**config.mk**
```make
export PLATFORM = sky130hd
export DESIGN_NAME = cv32e40p_tmr_fault_manager
export DESIGN_NICKNAME = d
export VERILOG_FILES = /design/src/rtl/cv32e40p_tmr_fault_manager.sv
export SDC_FILE = /design/constraint.sdc
export NUM_CORES = 1
export LEC_CHECK = 0
export ABC_AREA = 1
export BUFFER_PORTS_ARGS = -buffer_cell sky130_fd_sc_hd__buf_2
export CAP_MARGIN = 20
export CELL_PAD_IN_SITES_DETAIL_PLACEMENT = 1
export CELL_PAD_IN_SITES_GLOBAL_PLACEMENT = 2
export CORE_UTILIZATION = 19
export DETAILED_ROUTE_END_ITERATION = 8
export GPL_TIMING_DRIVEN = 0
export PLACE_DENSITY = 0.83
export SYNTH_ARGS = -nofsm -noshare
export SYNTH_HDL_FRONTEND = slang
export SYNTH_SLANG_ARGS = --single-unit
```
**constraint.sdc**
```tcl
create_clock -name clk -period 1.74 [get_ports clk]
set_clock_uncertainty 0.15 [all_clocks]
set_input_delay 0.087 -clock clk [delete_from_list [all_inputs] [get_ports clk]]
set_output_delay 0.087 -clock clk [all_outputs]
set_load 0.05 [all_outputs]
```
**src/rtl/cv32e40p_tmr_fault_manager.sv**
```systemverilog
// Triple-modular-redundancy voter with per-replica error accounting, a
// resync request/acknowledge handshake and a sticky multi-replica fatal state.
module cv32e40p_tmr_fault_manager #(
  parameter int unsigned NCH            = 4,
  parameter int unsigned CH_W           = 32,
  parameter int unsigned CNT_W          = 8,
  parameter int unsigned CONSEC_TH      = 3,
  parameter int unsigned RECOVER_CYCLES = 4
) (
  input  logic                 clk,
  input  logic                 rst_n,
  input  logic [NCH*CH_W-1:0]  replica_a_i,
  input  logic [NCH*CH_W-1:0]  replica_b_i,
  input  logic [NCH*CH_W-1:0]  replica_c_i,
  output logic [NCH*CH_W-1:0]  data_o,
  output logic [NCH-1:0]       error_voter_o,
  output logic [2:0]           replica_err_o,
  output logic [3*CNT_W-1:0]   err_cnt_o,
  input  logic                 clear_cnt_i,
  output logic                 resync_req_o,
  input  logic                 resync_ack_i,
  output logic [1:0]           faulty_replica_o,
  output logic                 fatal_o
);

  localparam int unsigned W  = NCH * CH_W;
  localparam int unsigned CW = $clog2(CONSEC_TH + 1);
  localparam int unsigned RW = (RECOVER_CYCLES > 1) ? $clog2(RECOVER_CYCLES) : 1;

  localparam logic [1:0] S_IDLE    = 2'd0;
  localparam logic [1:0] S_REQ     = 2'd1;
  localparam logic [1:0] S_RECOVER = 2'd2;
  localparam logic [1:0] S_FATAL   = 2'd3;

  localparam logic [1:0]       NO_REPLICA = 2'd3;
  localparam logic [CNT_W-1:0] CNT_MAX    = {CNT_W{1'b1}};
  localparam logic [CW-1:0]    TH_V       = CW'(CONSEC_TH);
  localparam logic [RW-1:0]    REC_LOAD   = RW'(RECOVER_CYCLES - 1);

  logic [W-1:0]     vote_s;
  logic [W-1:0]     diff_all_s;
  logic [2:0]       rerr_s;
  logic             multi_s;
  logic             single_s;
  logic [1:0]       single_id_s;

  logic [1:0]       state_q, state_d;
  logic [RW-1:0]    rec_cnt_q, rec_cnt_d;
  logic [CW-1:0]    consec_cnt_q, consec_cnt_d, consec_next_s;
  logic [1:0]       consec_id_q, consec_id_d;
  logic [1:0]       faulty_q, faulty_d;
  logic             req_q, fatal_q;
  logic [CNT_W-1:0] err_cnt_q [3];
  logic [CNT_W-1:0] err_cnt_d [3];

  assign vote_s     = (replica_a_i & replica_b_i) | (replica_a_i & replica_c_i) |
                      (replica_b_i & replica_c_i);
  assign diff_all_s = (replica_a_i ^ vote_s) | (replica_b_i ^ vote_s) | (replica_c_i ^ vote_s);

  assign rerr_s[0] = |(replica_a_i ^ vote_s);
  assign rerr_s[1] = |(replica_b_i ^ vote_s);
  assign rerr_s[2] = |(replica_c_i ^ vote_s);

  assign multi_s  = (rerr_s[0] & rerr_s[1]) | (rerr_s[0] & rerr_s[2]) | (rerr_s[1] & rerr_s[2]);
  assign single_s = (|rerr_s) & ~multi_s;

  // Per-channel disagreement flags and the index of a lone offending replica.
  always_comb begin
    error_voter_o = '0;
    for (int k = 0; k < NCH; k++) begin
      error_voter_o[k] = |diff_all_s[k*CH_W +: CH_W];
    end
    if (rerr_s[0]) begin
      single_id_s = 2'd0;
    end else if (rerr_s[1]) begin
      single_id_s = 2'd1;
    end else begin
      single_id_s = 2'd2;
    end
  end

  // Saturating error-cycle counters; clear wins over increment.
  always_comb begin
    for (int r = 0; r < 3; r++) begin
      if (clear_cnt_i) begin
        err_cnt_d[r] = '0;
      end else if (rerr_s[r] && (err_cnt_q[r] != CNT_MAX)) begin
        err_cnt_d[r] = err_cnt_q[r] + CNT_W'(1);
      end else begin
        err_cnt_d[r] = err_cnt_q[r];
      end
    end
  end

  // Consecutive single-replica tracker and handshake FSM next state.
  always_comb begin
    state_d     = state_q;
    rec_cnt_d   = rec_cnt_q;
    faulty_d    = faulty_q;
    consec_id_d = consec_id_q;

    if ((state_q == S_IDLE) && single_s) begin
      consec_id_d = single_id_s;
      if (single_id_s == consec_id_q) begin
        consec_next_s = consec_cnt_q + CW'(1);
      end else begin
        consec_next_s = CW'(1);
      end
    end else begin
      consec_next_s = '0;
    end

    case (state_q)
      S_IDLE: begin
        if (consec_next_s == TH_V) begin
          state_d  = S_REQ;
          faulty_d = single_id_s;
        end else begin
          state_d  = S_IDLE;
        end
      end
      S_REQ: begin
        if (resync_ack_i) begin
          state_d   = S_RECOVER;
          rec_cnt_d = REC_LOAD;
        end else begin
          state_d   = S_REQ;
        end
      end
      S_RECOVER: begin
        if (rec_cnt_q == '0) begin
          state_d  = S_IDLE;
          faulty_d = NO_REPLICA;
        end else begin
          rec_cnt_d = rec_cnt_q - RW'(1);
        end
      end
      S_FATAL: begin
        state_d = S_FATAL;
      end
      default: begin
        state_d  = S_FATAL;
        faulty_d = NO_REPLICA;
      end
    endcase

    // A multi-replica disagreement overrides any handshake progress.
    if (multi_s) begin
      state_d  = S_FATAL;
      faulty_d = NO_REPLICA;
    end else begin
      state_d  = state_d;
    end

    if ((state_q == S_IDLE) && (state_d == S_IDLE)) begin
      consec_cnt_d = consec_next_s;
    end else begin
      consec_cnt_d = '0;
    end
  end

  // State, tracker, counter and registered output flops.
  always_ff @(posedge clk or negedge rst_n) begin
    if (!rst_n) begin
      state_q      <= S_IDLE;
      rec_cnt_q    <= '0;
      consec_cnt_q <= '0;
      consec_id_q  <= NO_REPLICA;
      faulty_q     <= NO_REPLICA;
      req_q        <= 1'b0;
      fatal_q      <= 1'b0;
      for (int r = 0; r < 3; r++) begin
        err_cnt_q[r] <= '0;
      end
    end else begin
      state_q      <= state_d;
      rec_cnt_q    <= rec_cnt_d;
      consec_cnt_q <= consec_cnt_d;
      consec_id_q  <= consec_id_d;
      faulty_q     <= faulty_d;
      req_q        <= (state_d == S_REQ);
      fatal_q      <= (state_d == S_FATAL);
      for (int r = 0; r < 3; r++) begin
        err_cnt_q[r] <= err_cnt_d[r];
      end
    end
  end

  assign data_o           = vote_s;
  assign replica_err_o    = rerr_s;
  assign err_cnt_o        = {err_cnt_q[2], err_cnt_q[1], err_cnt_q[0]};
  assign resync_req_o     = req_q;
  assign faulty_replica_o = faulty_q;
  assign fatal_o          = fatal_q;

endmodule

```
# Word level (Yosys, flattened, before mapping)
# Index checks and enable logic that the tools add are counted.
# word_totals
word_cells,92
in_bits,388
regBits,36
output_inout_bits,163
# classes
add_sub_neg,5
reduce_logical,23
bitwise_logic,17
n_eq_ne,14
mux,23
# ops
op,count
OR 128 bit,4
bitwise AND 128 bit,3
OR reduction 128 bit,3
OR reduction 384 bit,1
bitwise XOR 128 bit,3
OR reduction 32 bit,4
2-to-1 mux 8 bit,6
2-to-1 mux 2 bit,13
adder 8 x 1 -> 8 bit (second input constant),3
inequality test 8 bit (second input constant),3
equality test 2 bit (second input constant),4
case mux 2 bit (2 select lines),2
case mux 2 bit (4 select lines),1
nonzero test 2 bit,4
logical NOT 2 bit,3
AND reduction 3 bit,2
logical AND 1 bit,5
bitwise AND 1 bit,4
equality test 2 x 1 -> 1 bit (second input constant),2
inequality test 2 bit (second input constant),2
inequality test 3 x 2 -> 1 bit (second input constant),1
inequality test 3 bit (second input constant),1
nonzero test 3 bit,1
adder 2 x 1 -> 2 bit (second input constant),1
5 further kinds,6

# Depth between registers and ports, before layout
# logic_depth
ltp_word,19
ltp_mapped,22
mapped_depth_nobuf,22

# Least setup slack after synthesis
# OpenSTA, ideal clock, no wires.
# synth_path
path_kind,register to register
start,"register err_cnt_q, in the netlist err_cnt_o[1]"
end,"register err_cnt_q, in the netlist err_cnt_o[7]"
setup_slack_ps,-593
path_stages_with_launch,13
setup_time_ps,119
path_buffers,0
t_required_ps,1471
synth_period_minus_slack_ps,2333
arrival_time_ps,2065
path_cell_list,dfrtp_1 -> ha_1 -> inv_1 -> nor4_1 -> nand3_1 -> nand2_1 -> nor2_1 -> nand3_1 -> nor2_1 -> nand2_1 -> nor2_1 -> nor2_1 -> nor2_1
# synth_via
elab_chain_len,3
word_cells_on_any_way,6
classes_between,add/sub: 1; eq/ne: 1; mux: 2; reduce/logical: 2
# synth_lines
item,line_no,text
"start, declared",53,logic [CNT_W-1:0] err_cnt_q [3];
"start signal, assigned by index",184,err_cnt_q[r] <= err_cnt_d[r];
adder 8 x 1 -> 8 bit / inequality test 8 bit (equally long branches),"88, 87",
2-to-1 mux 8 bit / logical AND 1 bit (equally long branches),87,end else if (rerr_s[r] && (err_cnt_q[r] != CNT_MAX)) begin
2-to-1 mux 8 bit / nonzero test 2 bit (equally long branches),-,
# Parallel ways exist; a longest one is shown, timed or not. The select of a mux whose other input is x is not followed.
# A chain may end at the register's enable or synchronous reset.

# Final worst setup path
# layout_path
start,input replica_c_i[117]
end,"register fatal_q, in the netlist fatal_o"
# layout_via
elab_chain_len,17
word_cells_on_any_way,29
classes_between,eq/ne: 3; mux: 7; bitwise: 14; reduce/logical: 5
# layout_lines
item,line_no,text
"start, declared",14,"input logic [NCH*CH_W-1:0] replica_c_i,"
bitwise AND 128 bit,56,assign vote_s = (replica_a_i & replica_b_i) | (replica_a_i & replica_c_i) |
OR 128 bit (2 in series),56,
bitwise XOR 128 bit (on tied branches),"60, 61, 62",
OR reduction 128 bit (on tied branches),"60, 61, 62",
bitwise AND 1 bit,64,assign multi_s = (rerr_s[0] & rerr_s[1]) | (rerr_s[0] & rerr_s[2]) | (rerr_s[1] & rerr_s[2]);
OR 1 bit (2 in series),64,
inverter 1 bit,65,assign single_s = (|rerr_s) & ~multi_s;
bitwise AND 1 bit,65,
logical AND 1 bit,102,if ((state_q == S_IDLE) && single_s) begin
2-to-1 mux 2 bit,102,
equality test 2 bit,115,if (consec_next_s == TH_V) begin
2-to-1 mux 1 bit,115,
case mux 2 bit (4 select lines),113,case (state_q)
2-to-1 mux 2 bit (*),148,if (multi_s) begin
equality test 2 bit (*),182,fatal_q <= (state_d == S_FATAL);
"end signal, assigned",182,
"end, declared",52,"logic req_q, fatal_q;"
# Mark *: on every way between the ends. The rest lies on a longest branch, timed or not.

==> run summary <==
Run status: finished with violations
Failing checks: setup timing
Port Buffers: 550
Post-Syn Nets: 2925
DRT iter0 DRCs: 758
Routed len/inst: 15.6 µm
Drt first pass iters: 5
Share of cells above drive strength 1: 0.456
Worst rel slew slack: 0.431
DIE AREA: 63300 µm²
CP Class: input port to register
Vias per cell: 4.70
Crit path max fanout: 5
Ports: 551
Initial Util: 0.192
Largest net degree at the start of global routing: 37
Final Hold Viols: 0
Cell count after placement: 3920
Largest area contributor in the netlist: nand3_1
Synth area leaders: nand3_1, nand2_1, inv_1, o21ai_0, nor2_1
DRC: 0
Remaining Overflow, GRT: 0
Vias: 18800
Pwr per Cell Area: 354 nW/µm²
Core Region: 61600 µm²
Setup TNS: -5.05 ns
DP Area: 15800 µm²
CTS sink count: 36
Avg Cell Area, Syn: 4.67 µm²
Final HPWL DP: 51600 µm
Fill cells: 8285
Final Setup Violations: 33
Clock Path Buffers: 2
Vias in the first global route: 17900
Most numerous cell in the Yosys netlist: nand3_1
Worst-margin pin slew: 0.854 ns
Crit path largest cell delay: 0.18 ns
Max capacitance violation total: 0
Die width: 252 µm
Final cell count without fillers: 4001
H-tree level count: 2
Number of synthesized flops with an enable pin: 0
Period utilization: 1.17
Num CTS Buffers: 5
Post-synthesis sequential element count: 36
Overall global routing resource usage: 0.180
Worst skew pair latency: 0.28 ns
CTS tree: done
Top_reg_cell synth: dfrtp_1
First-pass GRT wire length: 92600 µm
Root Buffer: clkbuf_16
Type of the tightest min-delay check: input port to register
Max-slew violation count: 0
Die Y: 252 µm
Final WL: 62500 µm
Req. time, crit path: 1.79 ns
Synth top cells by count: nand3_1, nand2_1, inv_1
RSZ-0062 raised after global routing: true
Final #Nets: 3549
Lkg Pwr: 10.5 nW
Routability cong.: 0.868
Post-Syn Area: 11800 µm²
Setup ws final: -0.289 ns
Crit path time final: 2.03 ns
Sequential area share after synthesis: 0.0766
Post-synth ARST share: 1.00
F_max: 0.493 GHz
Startpoint types: input port
Crit end category: register
Synth warn: 0
Area growth syn-to-layout: 68.0%
Peak VDD IR: 0.338 mV
Most frequent CP cell: nand2_4
ANT nets after route: 0
Synth unique cells: 30
# rows: 91
CP Cell Sequence: buf_4 > inv_2 > nand3_1 > nand2_1 > nor2_1 > nand2_1 > nor2_2 > nand2_2 > inv_2 > nand2_4 > nor2_4 > nand2_4 > nand2_4 > nand3_4 > nor2_4 > nand3_2 > nand2_4 > nand2_4 > a21boi_1
CP max stage cell: a21boi_1
Clk slew on worst S/H paths: 0.05 ns
Share of the synthesized area in the top cell type: 0.302
Crit path DAT: 2.08 ns
Design Area, Final: 19900 µm²
Syn Inst Count: 2533
Initial antenna violation count: 10
==> worst paths after layout <==
kind | end | cells after the start | slack, ns | from
min | state_q[1]$_DFF_PN0_ | 3 | 0.06 | resync_ack_i
min reg2reg | faulty_replica_o[1]$_DFFE_PN1P_ | 2 | 0.34 | faulty_replica_o[1]$_DFFE_PN1P_
max reg2reg | err_cnt_o[4]$_DFFE_PN0P_ | 10 | -0.29 | err_cnt_o[0]$_DFFE_PN0P_
max | fatal_o$_DFF_PN0_ | 19 | -0.29 | replica_c_i[117]
min in group asynchronous | err_cnt_o[5]$_DFFE_PN0P_ | 2 | 0.31 | rst_n
max in group asynchronous | err_cnt_o[17]$_DFFE_PN0P_ | 2 | 0.53 | rst_n
==> layer usage <==
metal  up-vias  global-route usage  share of wire  wire length (µm)
met5         -                   0        0.00082                51
met4         8              0.0371          0.025              1560
met3        90              0.0374          0.057              3590
met2       444               0.336           0.51             31900
met1      8654               0.209           0.41             25400
li1       9602                   -              -                 -
==> state kept, by name, indices dropped and copies added, names as in the netlist <==
name              count
err_cnt_o            24
consec_cnt_q          2
consec_id_q           2
faulty_replica_o      2
rec_cnt_q             2
state_q               2
fatal_o               1
resync_req_o          1
==> metrics by stage <==
stage / setup WS [ns] / total power [W] / utilization / hold WS (ns)
4_1_cts: -0.231 / 0.00663 / 0.291 / 0.0463
3_5_place_dp: -1.15 / 0.00522 / 0.257 / 0.0956
3_3_place_gp: -1.10 / 0.00519 / 0.257 / 0.0890
2_1_floorplan: -0.271 / 0.00348 / - / -0.359
5_1_grt: -0.433 / 0.00759 / 0.323 / 0.101
6_report: -0.289 / 0.00704 / 0.323 / 0.0624
==> placed cells by master, fill, tap and decap left out, types with 3 or more instances in the layout <==
master / instances
a21o_1: 5
a21oi_1: 8
a21oi_2: 11
buf_2: 239
buf_4: 221
buf_6: 119
buf_8: 24
clkbuf_1: 4
clkbuf_16: 5
clkbuf_4: 10
clkinv_1: 10
dfrtp_1: 18
dfrtp_2: 14
dfstp_2: 4
diode_2: 6
ha_4: 3
inv_1: 105
inv_2: 299
inv_4: 47
nand2_1: 515
nand2_2: 128
nand2_4: 25
nand3_1: 600
nand3_2: 112
nand3_4: 6
nand4_1: 24
nor2_1: 145
nor2_2: 79
nor2_4: 59
nor3_1: 7
nor3_4: 3
o21ai_0: 233
o21ai_1: 31
o21ai_2: 14
==> timing repair <==
item	in CTS	in global routing
hold buffers	2	0
setup buffers	38	31
endpoints found under the hold margin	34	0
endpoints found under the setup margin	41	43
pin swaps	194	223
gates resized for setup	712	629
==> cell type report <==
class                      instances  area (µm²)  share of cell area
antenna                            6        15.0            0.000755
buffer                             2        7.51            0.000378
clock buffer                       8         146             0.00736
inverter                         463        1870              0.0942
multi-input combinational       2032       11200               0.562
sequential                        36         923              0.0465
tap                              837        1050              0.0527
timing repair buffer             617        4690               0.236
==> critical path: cells and delay by family <==
kind            cells  cell delay, ns
simple gates       15            1.56
buf+inv             3            0.24
compound gates      1            0.18
==> kinds of logic (layout without fill, tap and decap cells) <==
group           count (synthesis)  count (layout)  share of synthesized area
simple gates                 1715            1715                      0.636
buf+inv                       465            1090                      0.148
compound gates                311             311                      0.134
flops                          36              36                     0.0766
fa+ha+maj                       4               4                    0.00423
xor+xnor                        2               2                    0.00148
other cells                     0               6                          0
==> report_power, final <==
part | total [W] | internal (W) | switching [W]
combinational | 0.00525 | 0.00178 | 0.00347
clock | 0.000899 | 0.000571 | 0.000328
sequential | 0.000886 | 0.000858 | 0.0000283
total | 0.00704 | 0.00321 | 0.00383
(Power assumes the default switching activity.)
